**config.mk**
```make
export PLATFORM = sky130hd
export DESIGN_NAME = ram_req_ctrl
export DESIGN_NICKNAME = d
export VERILOG_FILES = /design/src/rtl/ram_req_ctrl.sv
export SDC_FILE = /design/constraint.sdc
export NUM_CORES = 1
export LEC_CHECK = 0
export CAP_MARGIN = 0
export CORE_ASPECT_RATIO = 0.9
export CORE_MARGIN = 2
export CORE_UTILIZATION = 42
export CTS_CLUSTER_SIZE = 25
export DETAILED_ROUTE_END_ITERATION = 12
export MAX_ROUTING_LAYER = met4
export PLACE_DENSITY_LB_ADDON = 0.08
export RECOVER_POWER = 100
export SLEW_MARGIN = 5
export SYNTH_ARGS = -nofsm -noshare
export SYNTH_HDL_FRONTEND = slang
export SYNTH_SLANG_ARGS = --single-unit
```
**constraint.sdc**
```tcl
create_clock -name clk -period 1.7 [get_ports clk]
set_input_delay 0.255 -clock clk [delete_from_list [all_inputs] [get_ports clk]]
set_output_delay 0.255 -clock clk [all_outputs]
set_load 0.1 [all_outputs]
```
**src/rtl/ram_req_ctrl.sv**
```systemverilog
// Request controller for a single-port RAM with a combinational read port.
// Serialises reads and writes with a strict strobe sequence and can fill the whole memory.
module ram_req_ctrl #(
  parameter int addr_size   = 10,
  parameter int word_size   = 8,
  parameter int memory_size = 1024
) (
  input  logic                 clk,
  input  logic                 rst,
  input  logic                 req_valid,
  output logic                 req_ready,
  input  logic                 req_wr,
  input  logic [addr_size-1:0] req_addr,
  input  logic [word_size-1:0] req_wdata,
  output logic                 rsp_valid,
  input  logic                 rsp_ready,
  output logic [word_size-1:0] rsp_rdata,
  input  logic                 init_start,
  input  logic [word_size-1:0] init_value,
  output logic                 init_busy,
  output logic                 init_done,
  output logic [addr_size-1:0] ram_addr,
  output logic [word_size-1:0] ram_data_in,
  output logic                 ram_wr,
  output logic                 ram_cs,
  input  logic [word_size-1:0] ram_data_out
);

  typedef enum logic [3:0] {
    IDLE,
    W_SETUP,
    W_PULSE,
    W_HOLD,
    RD,
    RESP,
    I_SETUP,
    I_PULSE,
    I_HOLD
  } state_t;

  localparam logic [addr_size-1:0] last_addr = addr_size'(memory_size - 1);

  state_t               state;
  logic [addr_size-1:0] fill_count;

  // Every output is registered; each transition loads the values the next state drives.
  // ram_addr/ram_data_in double as the latched request (or fill) address and data.
  always_ff @(posedge clk) begin
    if (rst) begin
      state       <= IDLE;
      fill_count  <= '0;
      req_ready   <= 1'b0;
      rsp_valid   <= 1'b0;
      rsp_rdata   <= '0;
      init_busy   <= 1'b0;
      init_done   <= 1'b0;
      ram_addr    <= '0;
      ram_data_in <= '0;
      ram_wr      <= 1'b0;
      ram_cs      <= 1'b0;
    end else begin
      init_done <= 1'b0;
      case (state)
        IDLE: begin
          if (init_start) begin
            state       <= I_SETUP;
            fill_count  <= '0;
            ram_addr    <= '0;
            ram_data_in <= init_value;
            ram_cs      <= 1'b1;
            ram_wr      <= 1'b0;
            init_busy   <= 1'b1;
            req_ready   <= 1'b0;
          end else if (req_valid && req_ready) begin
            ram_addr  <= req_addr;
            ram_cs    <= 1'b1;
            ram_wr    <= 1'b0;
            req_ready <= 1'b0;
            if (req_wr) begin
              state       <= W_SETUP;
              ram_data_in <= req_wdata;
            end else begin
              state <= RD;
            end
          end else begin
            req_ready <= 1'b1;
          end
        end

        W_SETUP: begin
          state  <= W_PULSE;
          ram_wr <= 1'b1;
        end

        W_PULSE: begin
          state  <= W_HOLD;
          ram_wr <= 1'b0;
        end

        W_HOLD: begin
          state     <= IDLE;
          ram_cs    <= 1'b0;
          req_ready <= 1'b1;
        end

        RD: begin
          state     <= RESP;
          rsp_rdata <= ram_data_out;
          rsp_valid <= 1'b1;
          ram_cs    <= 1'b0;
        end

        RESP: begin
          if (rsp_ready) begin
            state     <= IDLE;
            rsp_valid <= 1'b0;
            req_ready <= 1'b1;
          end
        end

        I_SETUP: begin
          state  <= I_PULSE;
          ram_wr <= 1'b1;
        end

        I_PULSE: begin
          state  <= I_HOLD;
          ram_wr <= 1'b0;
        end

        // The last word ends the fill; the counter never wraps past memory_size-1.
        I_HOLD: begin
          if (fill_count == last_addr) begin
            state     <= IDLE;
            ram_cs    <= 1'b0;
            init_busy <= 1'b0;
            init_done <= 1'b1;
            req_ready <= 1'b1;
          end else begin
            state      <= I_SETUP;
            fill_count <= fill_count + 1'b1;
            ram_addr   <= fill_count + 1'b1;
          end
        end

        default: begin
          state     <= IDLE;
          ram_wr    <= 1'b0;
          ram_cs    <= 1'b0;
          rsp_valid <= 1'b0;
          init_busy <= 1'b0;
          req_ready <= 1'b0;
        end
      endcase
    end
  end

endmodule

```
==> impl_results.md <==
* Clock skew at 0.00796 ns
* YS warnings at 0
* Wire length per cell at 14.8 µm
* Most frequent cells in the layout: buf_4 (40), clkdlybuf4s50_1 (39), nand2_1 (37), dfxtp_1 (37), a21oi_1 (33)
* Max frequency at 0.604 GHz
* Antenna violations before repair at 0
* Synth unique cells at 57
* Remaining antenna violation count at 0
* Total Power at 4.52 mW
* Total wire length at 6690 µm
* Total number of vias at 2470
* WP data arrival at 1.86 ns
* DP Wirelength at 5080 µm
* Element type at the critical path end: flip-flop
* Worst Hold Launch: rsp_rdata[2]$_SDFFE_PP0P_
* Worst Hold End: rsp_rdata[2]$_SDFFE_PP0P_
* Fillers at 475
* Period utilization at 97.4%
* Final hold violation count at 0
* Seq cells post-synth at 46
* Pint at 2.23 mW
* CTS root buffer: clkbuf_8
* Hold crit path type: flip-flop to flip-flop
* Asr flop ratio synth at 0%
* Synth Instances at 281
* Synth Flop Type: dfxtp_1
* Post-Syn Nets at 322
* Slew @ Worst Pin at 0.560 ns
* PD cells at 1320 nW/µm²
* Worst VDD drop at 0.857 mV
* # port buffers at 71
* Synth-to-Final Area Change at 44.9%
* Crit-path cells: ha_4 -> nand4_1 -> or3_4 -> a2bb2oi_2 -> mux2_2
* Syn avg cell area at 8.41 µm²
* Antenna diodes at 0
* Hold Crit Depth at 2
* Post-synth EDFFs at 0
* Slowest CP cell: or3_4
* Commonest non-fill, non-tap cell in the layout: buf_4
* CP startpoint kind: flip-flop
* Max Cap Viol at 0
* Hold Slack at 0.459 ns
* CTS max path bufs at 2
* Crit path largest cell delay at 0.43 ns
* Sequential area share after synthesis at 39.0%
* Starting density of the core at 44.2%
* Crit Path Max Fanout at 4
* 1st-pass router iterations at 4
* Share of cells above drive strength 1 at 28.8%
* Inserted Clock Buffers at 5
* Slew Viols, Final at 0
* Die ar. at 6240 µm²
* DIE WIDTH at 83.1 µm
* Largest net degree at the start of global routing at 20
* H-tree Lvls at 2
* Cell Rows at 25
* Worst R2R End: req_ready$_SDFFE_PP0P_
* Iteration-0 DRC Markers at 114
* Tmin final at 1.66 ns
* Comb pwr share at 53.1%
* Setup_tns at 0 ns
* Die height at 75.2 µm
* Reg2reg path depth at 5
* Sequential power share at 31.5%
* WP data required at 1.91 ns
* Gr ovfl total at 0
* RePlAce Congestion at 0.842
* IO Pins at 72
* Clk sinks at 46
* Vias in the first global route at 2475
* Layout net count at 426
* Final setup viols at 0
* Via density at 5.45
* Post-DP Area at 3740 µm²
* Global-route wire length before repair at 11200 µm
* Outcome: complete, no violations
* Switching Fraction at 50.6%
* R2R Setup Slk at 0.04 ns
* Clk pin slew, worst setup/hold paths at 0.09 ns
* Core region area at 5350 µm²
* Leak Pwr at 1.35 nW
* Fin area at 3420 µm²
* Later-pin clock latency in the skew report at 0.31 ns
* Setup CP Type: flip-flop to flip-flop
* Residual DRC at 0
* Utilization after layout at 64.0%
* Mapped cell area at 2360 µm²
* Gr usage total at 22.7%
* CTS tree: done
* R2R Path Start: fill_count[0]$_SDFFE_PP0P_
* Max_slew headroom at 62.8%
* Clock power share at 15.4%
* Sw Pwr at 2.28 mW
[metrics by stage]
| stage | worst slack (ns) | std cells |
|---|---|---|
| floorplan | 0.00448 | 281 |
| global placement | -0.0110 | 440 |
| detailed placement | -0.0887 | 440 |
| CTS | 0.00992 | 448 |
| global route | -0.00866 | 453 |
| finish | 0.0447 | 453 |
[synthesized netlist by cell type (3+ instances only)]
| cell | number | share of area [%] |
|---|---|---|
| o21a_1 | 3 | 0.95 |
| o21ai_0 | 19 | 4.0 |
| nand2_1 | 37 | 5.9 |
| nor2_1 | 17 | 2.7 |
| dfxtp_1 | 46 | 39 |
| a21oi_1 | 33 | 7.0 |
| inv_1 | 6 | 0.95 |
| a311oi_1 | 9 | 3.3 |
| nand3_1 | 5 | 1.1 |
| or4_1 | 3 | 0.95 |
| clkbuf_1 | 8 | 1.3 |
| nor3_1 | 7 | 1.5 |
| buf_2 | 7 | 1.5 |
| a211oi_1 | 9 | 2.9 |
| nand2b_1 | 5 | 1.3 |
| nor2b_1 | 4 | 1.1 |
| a31oi_1 | 3 | 0.79 |
| mux2i_1 | 8 | 3.4 |
[logic make-up after synthesis]
| logic type | count (synthesis) | synth area share, % |
|---|---|---|
| and+or+nand+nor | 99 | 23.7 |
| xor gates and xnor gates | 4 | 1.48 |
| muxes | 9 | 3.87 |
| adders and majority gates | 1 | 0.530 |
| DFF | 46 | 39.0 |
| buffers and inverters | 26 | 5.35 |
| AOI/OAI and AO/OA | 96 | 26.1 |
[timing repair]
| action | in CTS | in global routing |
|---|---|---|
| hold buffers | 0 | 0 |
| setup endpoints to repair | 9 | 15 |
| gates resized for setup | 2 | 10 |
| pin swaps | 0 | 5 |
| gates cloned | 0 | 0 |
| hold endpoints to repair | 0 | 0 |
| setup buffers | 0 | 5 |
[per-layer routing]
| metal | vias to the layer above | wire [µm] | GRT usage [%] |
|---|---|---|---|
| met2 | 74 | 3160 | 39.1 |
| met1 | 1151 | 3010 | 26.8 |
| met4 | 0 | 59 | 6.19 |
| li1 | 1237 | - | - |
| met3 | 8 | 457 | 6.03 |
| met5 | - | 0 | - |
[area by class of cell]
type                       count  area (µm²)  share of cell area (%)
inverter                       6        22.5                   0.658
timing repair buffer         117         946                    27.6
multi-input combinational    209        1340                    39.3
tap                           67        83.8                    2.45
sequential                    46         937                    27.4
clock buffer                   5        68.8                    2.01
clock inverter                 3        20.0                   0.585
[power groups by stage]
| stage | clock [mW] | sequential (mW) | combinational, mW |
|---|---|---|---|
| floorplan | 0 | 2.49 | 0.750 |
| global placement | 0 | 1.52 | 2.82 |
| detailed placement | 0 | 1.52 | 2.85 |
| CTS | 0.701 | 1.50 | 2.86 |
| global route | 0.750 | 1.45 | 2.53 |
| finish | 0.693 | 1.42 | 2.40 |
[worst max-delay path, delay by kind of cell, from the launching register on]
kind	cells	cell delay, ns
mux	1	0.34
compound gates	1	0.13
flops	1	0.37
fa+ha+maj	1	0.15
simple gates	2	0.58
[registers in the layout, summed over array words and instances, names as in the netlist, 4 cells and up]
| register | flops |
|---|---|
| state | 4 |
| ram_data_in | 8 |
| ram_addr | 10 |
| fill_count | 10 |
| rsp_rdata | 8 |
[worst max path at each step]
stage                                          start  cells after the start  slack (ns)                        to
final                     fill_count[0]$_SDFFE_PP0P_                      5        0.04    req_ready$_SDFFE_PP0P_
after global routing      fill_count[0]$_SDFFE_PP0P_                      7      -0.009  ram_addr[8]$_SDFFE_PP0P_
after CTS                 fill_count[1]$_SDFFE_PP0P_                      5        0.01    req_ready$_SDFFE_PP0P_
after detailed placement                   req_valid                      5       -0.09  ram_addr[8]$_SDFFE_PP0P_
after global placement         state[0]$_SDFFE_PP0P_                      4       -0.01     state[2]$_SDFFE_PP0P_
after floorplan           fill_count[1]$_SDFFE_PP0P_                      6       0.004    req_ready$_SDFFE_PP0P_
(Power assumes the default switching activity.)
